--- config.mk ---
export PLATFORM = sky130hd
export DESIGN_NAME = serial_adder
export DESIGN_NICKNAME = d
export VERILOG_FILES = /design/src/rtl/serial_adder_pkg.sv /design/src/rtl/Fulladder.sv /design/src/rtl/serial_adder.sv
export SDC_FILE = /design/constraint.sdc
export NUM_CORES = 1
export LEC_CHECK = 0
export ABC_CLOCK_PERIOD_IN_PS = 3300
export CAP_MARGIN = 10
export CORE_MARGIN = 10
export CORE_UTILIZATION = 35
export CTS_BUF_LIST = sky130_fd_sc_hd__clkbuf_8
export DETAILED_ROUTE_END_ITERATION = 8
export PLACE_DENSITY = 0.67
export SETUP_SLACK_MARGIN = 0.05
export SLEW_MARGIN = 20
export SYNTH_ARGS = -nofsm -noshare
export SYNTH_HDL_FRONTEND = slang
export SYNTH_SLANG_ARGS = --single-unit
--- constraint.sdc ---
create_clock -name clk -period 3.3 [get_ports clk]
set_input_delay 0.66 -clock clk [delete_from_list [all_inputs] [get_ports clk]]
set_output_delay 0.66 -clock clk [all_outputs]
set_load 0.02 [all_outputs]
--- src/rtl/serial_adder_pkg.sv ---
// serial_adder_pkg: shared definitions for the bit-serial adder.
// Holds the FSM state encodings and the bit-counter width computation.
package serial_adder_pkg;

   typedef enum logic [1:0] {
      ST_IDLE  = 2'b00,
      ST_SHIFT = 2'b01,
      ST_DONE  = 2'b10
   } state_t;

   // Counter must hold values 0..w-1; never narrower than one bit.
   function automatic int cnt_width(input int w);
      return (w <= 2) ? 1 : $clog2(w);
   endfunction

endpackage

--- src/rtl/Fulladder.sv ---
// Fulladder: single-bit full adder cell, the only combinational arithmetic
// in the serial adder.
module Fulladder (
   input  logic A,
   input  logic B,
   input  logic Cin,
   output logic S,
   output logic Cout
);

   // Sum and carry of one bit position.
   always_comb begin
      S    = A ^ B ^ Cin;
      Cout = (A & B) | (A & Cin) | (B & Cin);
   end

endmodule

--- src/rtl/serial_adder.sv ---
// serial_adder: bit-serial WIDTH-bit adder built around one Fulladder cell.
// An operation is framed by start (sampled in IDLE) and a one-cycle done
// pulse. Optional macro SERIAL_ADDER_SUB_EN adds the sub port: B is stored
// inverted and the carry seeded with 1 so the result is A-B.
module serial_adder
   import serial_adder_pkg::*;
#(
   parameter int WIDTH = 8
) (
   input  logic             clk,
   input  logic             rst_n,
   input  logic             start,
   input  logic [WIDTH-1:0] a,
   input  logic [WIDTH-1:0] b,
   input  logic             cin,
`ifdef SERIAL_ADDER_SUB_EN
   input  logic             sub,
`endif
   output logic             busy,
   output logic             done,
   output logic [WIDTH-1:0] sum,
   output logic             cout,
   output logic             ovf
);

   localparam int CW = cnt_width(WIDTH);

   state_t           state_q, state_d;
   logic [WIDTH-1:0] a_q, a_d;
   logic [WIDTH-1:0] b_q, b_d;
   logic [WIDTH-2:0] res_q, res_d;
   logic             carry_q, carry_d;
   logic [CW-1:0]    cnt_q, cnt_d;
   logic [WIDTH-1:0] sum_q, sum_d;
   logic             cout_q, cout_d;
   logic             ovf_q, ovf_d;

   logic             fa_s;
   logic             fa_cout;
   logic             last_bit;
   logic [WIDTH-1:0] shifted;

   // One adder cell fed from the operand LSBs and the carry flop.
   Fulladder u_fa (
      .A    (a_q[0]),
      .B    (b_q[0]),
      .Cin  (carry_q),
      .S    (fa_s),
      .Cout (fa_cout)
   );

   assign last_bit = (cnt_q == CW'(WIDTH - 1));
   // New sum bit enters at the top; after WIDTH-1 shifts the low bits are in place.
   assign shifted  = {fa_s, res_q};

   // FSM state register.
   always_ff @(posedge clk or negedge rst_n) begin
      if (!rst_n) state_q <= ST_IDLE;
      else        state_q <= state_d;
   end

   // FSM next-state logic; start is only looked at in IDLE.
   always_comb begin
      state_d = state_q;
      case (state_q)
         ST_IDLE:  if (start)    state_d = ST_SHIFT;
         ST_SHIFT: if (last_bit) state_d = ST_DONE;
         ST_DONE:                state_d = ST_IDLE;
         default:                state_d = ST_IDLE;
      endcase
   end

   // FSM outputs decoded from the registered state only.
   always_comb begin
      busy = (state_q != ST_IDLE);
      done = (state_q == ST_DONE);
   end

   // Datapath next values: load on accept, shift one bit per SHIFT cycle,
   // publish the result on the final shift edge only.
   always_comb begin
      a_d     = a_q;
      b_d     = b_q;
      res_d   = res_q;
      carry_d = carry_q;
      cnt_d   = cnt_q;
      sum_d   = sum_q;
      cout_d  = cout_q;
      ovf_d   = ovf_q;
      case (state_q)
         ST_IDLE: begin
            if (start) begin
               a_d   = a;
               cnt_d = '0;
`ifdef SERIAL_ADDER_SUB_EN
               b_d     = sub ? ~b : b;
               carry_d = sub ? 1'b1 : cin;
`else
               b_d     = b;
               carry_d = cin;
`endif
            end
         end
         ST_SHIFT: begin
            a_d     = a_q >> 1;
            b_d     = b_q >> 1;
            res_d   = shifted[WIDTH-1:1];
            carry_d = fa_cout;
            cnt_d   = cnt_q + CW'(1);
            if (last_bit) begin
               sum_d  = shifted;
               cout_d = fa_cout;
               // carry_q here is the carry into the MSB.
               ovf_d  = carry_q ^ fa_cout;
            end
         end
         default: ;
      endcase
   end

   // Datapath registers; reset discards any operation in flight.
   always_ff @(posedge clk or negedge rst_n) begin
      if (!rst_n) begin
         a_q     <= '0;
         b_q     <= '0;
         res_q   <= '0;
         carry_q <= 1'b0;
         cnt_q   <= '0;
         sum_q   <= '0;
         cout_q  <= 1'b0;
         ovf_q   <= 1'b0;
      end else begin
         a_q     <= a_d;
         b_q     <= b_d;
         res_q   <= res_d;
         carry_q <= carry_d;
         cnt_q   <= cnt_d;
         sum_q   <= sum_d;
         cout_q  <= cout_d;
         ovf_q   <= ovf_d;
      end
   end

   assign sum  = sum_q;
   assign cout = cout_q;
   assign ovf  = ovf_q;

endmodule

==> flow_metrics.tcl, run 1 <==
set metrics [dict create \
    wirelength_um 3560 \
    synth_cells 126 \
    path_delay_family "buffers and inverters" \
    max-slew-margin-rel_pct 43.4 \
    wire_per_inst_um 16.1 \
    tightest_slew_ns 0.849 \
    grt.overflow.total 0 \
    worstPathCellList "buf_4 > or2_2 > clkdlybuf4s50_1" \
    antenna_left 0 \
    finClkSkew_ns 0.00480 \
    cts_root_buf "clkbuf_8" \
    p_per_area_nw_per_um2 900 \
    final_cell_mix "39 x dfrtp_1, 30 x clkdlybuf4s50_1, 13 x or4b_1, 13 x o221a_2, 10 x mux2_1" \
    fin_nets 177 \
    yosys.cell_types.count 26 \
    cts_hold_buf 0 \
    die_h_um 91.0 \
    peakVddDrop_v 0.000318 \
    register_area_um2 976 \
    cp_num_buf_inv 2 \
    drive_above_1_share_pct 21.3 \
    cpPeakStageDelay_ns 0.54 \
    cts_made_buffers 5 \
    start_kind "register" \
    finalMaxSlewViolations 0 \
    cp_slowest_cell "clkdlybuf4s50_1" \
    grt_max_degree 40 \
    finalHoldViolations 0 \
    r2r_slack_ns 1.51 \
    area_growth_pct 24.5 \
    gp_congestion 0.707 \
    critPathMaxFanout 29 \
    crit_required_ns 2.64 \
    antenna_found_initial 0 \
    insertion_delay_ns 0.29 \
    final.fill_count 475 \
    dp_cells 214 \
    syn-num-nets 149 \
    firstDrtPassIters 4 \
    io_buffers 31 \
    max_freq_ghz 0.421 \
    path_clk_slew_ns 0.08 \
    syn_area_per_cell_um2 14.0 \
    min_period_over_period_pct 72.0 \
    hp-class "in2async" \
    diodes 0 \
    ioPinCount 32 \
    track_usage_pct 9.01 \
    cts_tree "built" \
    grt_pass1_vias 1270 \
    layout_commonest_cell "dfrtp_1" \
    status "complete, no violations" \
    endpoint_kind "output port" \
    cap_violations 0 \
    setup_viol 0 \
    initial_core_util_pct 36.6 \
    vias 1162 \
    clockBufferDepth 2 \
    h-tree-depth 2 \
    cp.arrival_ns 1.72 \
    stdcell_count 222 \
    hpwl_um 2470 \
    clock_sinks 39 \
    post-route-min-period_ns 2.38 \
    cts_resized 0 \
    coreArea_um2 4820 \
    tns_ns 0 \
    fp.dieArea_um2 8280 \
    ys_seq_elements 39 \
    cts_setup_buffers 0 \
    first_iter_violations 49 \
    p_leak_nw 0.899 \
    critPathKind "reg2out" \
    grt_first_pass_wirelength_um 6150 \
    syn_area_um2 1770 \
    fp-row-count 25 \
    yosysSeqAreaShare_pct 55.3 \
    yosys_warnings 0 \
    drc 0 \
    die_w_um 91.0 \
    rsz0062_at_grt "false" \
    multi_input_area_um2 717 \
    viasPerCell 5.23 \
]
==> layer usage <==
metal | wire length, um | global-route usage (%) | vias to the layer above
met5 | 0 | 0 | -
met4 | 48 | 4.18 | 0
met3 | 291 | 3.87 | 5
met2 | 1650 | 13.7 | 36
met1 | 1570 | 10.8 | 584
li1 | - | - | 537
==> sequential cells by signal, indices dropped and copies added (netlist names) <==
register	cells
a_q	8
b_q	8
sum	8
res_q	7
cnt_q	3
state_q	2
carry_q	1
cout	1
ovf	1
==> stage by stage <==
| stage | power, mW | hold slack, ns | setup WS [ns] | utilization, % | cell area (um^2) |
|---|---|---|---|---|---|
| finish | 1.98 | 0.470 | 0.923 | 45.6 | 2200 |
| global route | 2.13 | 0.501 | 0.844 | 45.6 | 2200 |
| CTS | 2.01 | 0.494 | 0.901 | 45.6 | 2200 |
| detailed placement | 1.68 | 0.480 | 1.04 | 43.8 | 2110 |
| global placement | 1.64 | 0.472 | 1.09 | 43.8 | 2110 |
| floorplan | 1.40 | 0.364 | 1.64 | - | 1770 |
==> logic make-up after synthesis <==
group                    after synthesis  synth area share [%]
AO/OA/AOI/OAI                         22                  12.4
XOR/XNOR                               1                 0.496
adder cells (fa/ha/maj)                3                  2.55
buffers and inverters                 15                  4.11
flip-flops                            39                  55.3
multiplexers                          18                  11.4
AND/OR/NAND/NOR                       28                  13.7
==> final timing paths <==
check,startpoint,endpoint,depth (start not counted)
worst max-delay path,state_q[1]$_DFFE_PN0P_,busy,3
worst min-delay path,rst_n,res_q[1]$_DFFE_PN0P_,1
worst max register to register,state_q[1]$_DFFE_PN0P_,res_q[0]$_DFFE_PN0P_,3
worst min register to register,cnt_q[0]$_DFFE_PN0P_,cnt_q[0]$_DFFE_PN0P_,1
max in group asynchronous,rst_n,a_q[3]$_DFFE_PN0P_,1
min in group clk,cnt_q[0]$_DFFE_PN0P_,cnt_q[0]$_DFFE_PN0P_,1
==> layout make-up <==
class	count	share of cell area (%)
clock buffers	5	3.13
clock inverters	3	0.911
inverters	3	0.513
multi-input cells	72	32.6
flip-flops and latches	39	44.4
well taps	67	3.82
repair buffers	33	14.6
==> Yosys cell counts <==
cell,count,area [um^2]
nor4b_1,2,17.5
clkbuf_1,1,3.75
nor4bb_1,2,20.0
o221a_2,13,146
nand3b_1,1,7.51
fa_1,1,20.0
buf_4,1,7.51
ha_1,2,25.0
mux2_1,10,113
xor2_1,1,8.76
a211o_1,2,17.5
nor3b_1,4,30.0
nand2b_1,3,18.8
mux2i_1,1,10.0
a211oi_1,2,15.0
a22o_1,2,17.5
or4b_1,13,130
o21ba_2,1,10.0
inv_1,3,11.3
o21bai_1,1,7.51
a21oi_1,1,5.00
buf_2,10,50.1
mux2_2,7,78.8
dfrtp_1,39,976
or2_2,1,6.26
nor2b_1,2,12.5
==> where the power goes <==
part           internal, mW  switching, mW
registers             0.706          0.133
logic                 0.455          0.364
clock network         0.147          0.172
No activity file was read; power rests on OpenSTA's default activity.
==> run 2, diff against run 1 <==
- ABC_CLOCK_PERIOD_IN_PS: 3300 -> 2000
- PLACE_DENSITY: 0.67 -> 0.69
- clock period: 3.3 -> 2 ns (I/O delays scaled with it)
==> run 2 against run 1 <==
Effect of this change:
- first-iteration DRC count grew 92%
- non-clock buffer count rose by 4
- clock-buffer cell count grew 1
- critical path depth is 1 lower
- combinational power is 66% higher
- wire length up 2.4%
- sequential share of layout area down 1.2 points
- clock skew shrank 0.0012 ns
- global-route usage fell by 0.14 points
- setup slack got worse by 0.74 ns
- utilization grew 1.3 points
- design area increased by 2.8%
- critical endpoint is now done
- largest cell class unchanged
==> flow_metrics.tcl, run 2 (synthesis results as in run 1) <==
set metrics [dict create \
    track_usage_pct 8.87 \
    fin_area_um2 2260 \
    grt.overflow.total 0 \
    coreArea_um2 4820 \
    combPwrFrac_pct 39.7 \
    critPathKind "reg2out" \
    worstPathCellList "nor2b_1 > clkdlybuf4s50_1" \
    wire_per_inst_um 16.1 \
    grt_max_degree 40 \
    max-slew-margin-rel_pct 62.2 \
    vias 1159 \
    pre_cts_ws_ns 0.218 \
    ioPinCount 32 \
    layout_commonest_cell "dfrtp_1" \
    insertion_delay_ns 0.29 \
    viasPerCell 5.13 \
    max_freq_ghz 0.549 \
    final_cell_mix "39 x dfrtp_1, 30 x clkdlybuf4s50_1, 13 x or4b_1, 13 x o221a_2, 10 x mux2_1" \
    hpwl_um 2550 \
    register_area_um2 976 \
    cap_violations 0 \
    cp_num_buf_inv 1 \
    grt_pass1_vias 1243 \
    grt_first_pass_wirelength_um 6040 \
    p_sw_share_pct 31.9 \
    peakVddDrop_v 0.000578 \
    p_sw_mw 1.10 \
    endpoint_kind "output port" \
    dp_cells 218 \
    finalMaxSlewViolations 0 \
    path_clk_slew_ns 0.08 \
    fin_util_pct 46.9 \
    critPathMaxFanout 3 \
    layout_setup_ws_ns 0.178 \
    tightest_slew_ns 0.566 \
    cp.arrival_ns 1.42 \
    dpl_cell_area_um2 2140 \
    power.internal_mw 2.34 \
    design_power_total_mw 3.43 \
    die_h_um 91.0 \
    tns_ns 0 \
    io_buffers 31 \
    die_w_um 91.0 \
    area_growth_pct 28.0 \
    cts_made_buffers 5 \
    clock_sinks 39 \
    multi_input_area_um2 717 \
    finClkSkew_ns 0.00362 \
    antenna_found_initial 0 \
    cpPeakStageDelay_ns 0.61 \
    start_kind "register" \
    rsz0062_at_grt "false" \
    antenna_left 0 \
    cp_slowest_cell "clkdlybuf4s50_1" \
    wirelength_um 3650 \
    h-tree-depth 2 \
    clkPwrFrac_pct 19.9 \
    drc 0 \
    finalHoldViolations 0 \
    final.fill_count 448 \
    cts_tree "built" \
    fin_nets 181 \
    p_per_area_nw_per_um2 1520 \
    drive_above_1_share_pct 22.6 \
    min_period_over_period_pct 91.1 \
    post-route-min-period_ns 1.82 \
    cts_root_buf "clkbuf_8" \
    cts_hold_buf 0 \
    crit_required_ns 1.60 \
    stdcell_count 226 \
    firstDrtPassIters 4 \
    status "complete, no violations" \
    first_iter_violations 94 \
    p_leak_nw 0.939 \
    setup_viol 0 \
    clockBufferDepth 2 \
    hold_ws_ns 0.492 \
    gp_congestion 0.716 \
    fp-row-count 25 \
    cts_setup_buffers 0 \
    seq_power_share_pct 40.4 \
    hp-class "reg2reg" \
    fp.dieArea_um2 8280 \
    initial_core_util_pct 36.6 \
    diodes 0 \
    path_delay_family "buffers and inverters" \
]
-- run 2: changes by cell type in the layout (fill, tap and decap cells not counted) --
cell,delta
clkinvlp_4,-2
bufinv_16,+1
dlygate4sd2_1,+1
buf_2,-1
buf_4,+4
clkbuf_8,+1
-- run 2: layout make-up --
type / count / share of cell area [%]
sequential: 39 / 43.2
multi-input combinational: 72 / 31.7
timing repair buffer: 37 / 15.7
tap: 67 / 3.71
clock buffer: 6 / 3.65
clock inverter: 2 / 1.55
inverter: 3 / 0.498
-- run 2: timing repair --
item,CTS,global route
hold endpoints to repair,0,0
resized for setup,1,0
endpoints found under the setup margin,1,0
-- run 2: worst paths after layout --
check,from,end,slack (ns),depth (start not counted)
setup reg to reg,cnt_q[0]$_DFFE_PN0P_,sum[0]$_DFFE_PN0P_,0.27,4
setup / recovery,state_q[0]$_DFFE_PN0P_,done,0.18,2
min in group asynchronous,rst_n,sum[0]$_DFFE_PN0P_,0.53,2
max in group asynchronous,rst_n,b_q[7]$_DFFE_PN0P_,1.12,2
hold / removal,sum[3]$_DFFE_PN0P_,sum[3]$_DFFE_PN0P_,0.49,1
hold reg to reg,sum[3]$_DFFE_PN0P_,sum[3]$_DFFE_PN0P_,0.49,1
-- run 2: worst register-to-register path, cell delays in order, from the launching register on --
cell and delay, ns:
dfrtp_1 0.40, ha_1 0.21, ha_1 0.19, nand3b_1 0.42, mux2_2 0.40
-- run 2: per-layer routing --
metal	up-vias	GRT usage (%)	share of wire [%]
met1	583	10.5	45
met3	5	3.79	6.1
met2	25	13.5	47
met4	0	4.31	1.9
met5	-	0	0
li1	546	-	-
-- run 2: power by group through the flow --
stage	registers [mW]	clock network (mW)	logic [mW]
global placement	1.39	0	1.35
global route	1.44	0.738	1.50
finish	1.39	0.682	1.36
floorplan	1.46	0	0.856
CTS	1.40	0.705	1.39
detailed placement	1.40	0	1.39
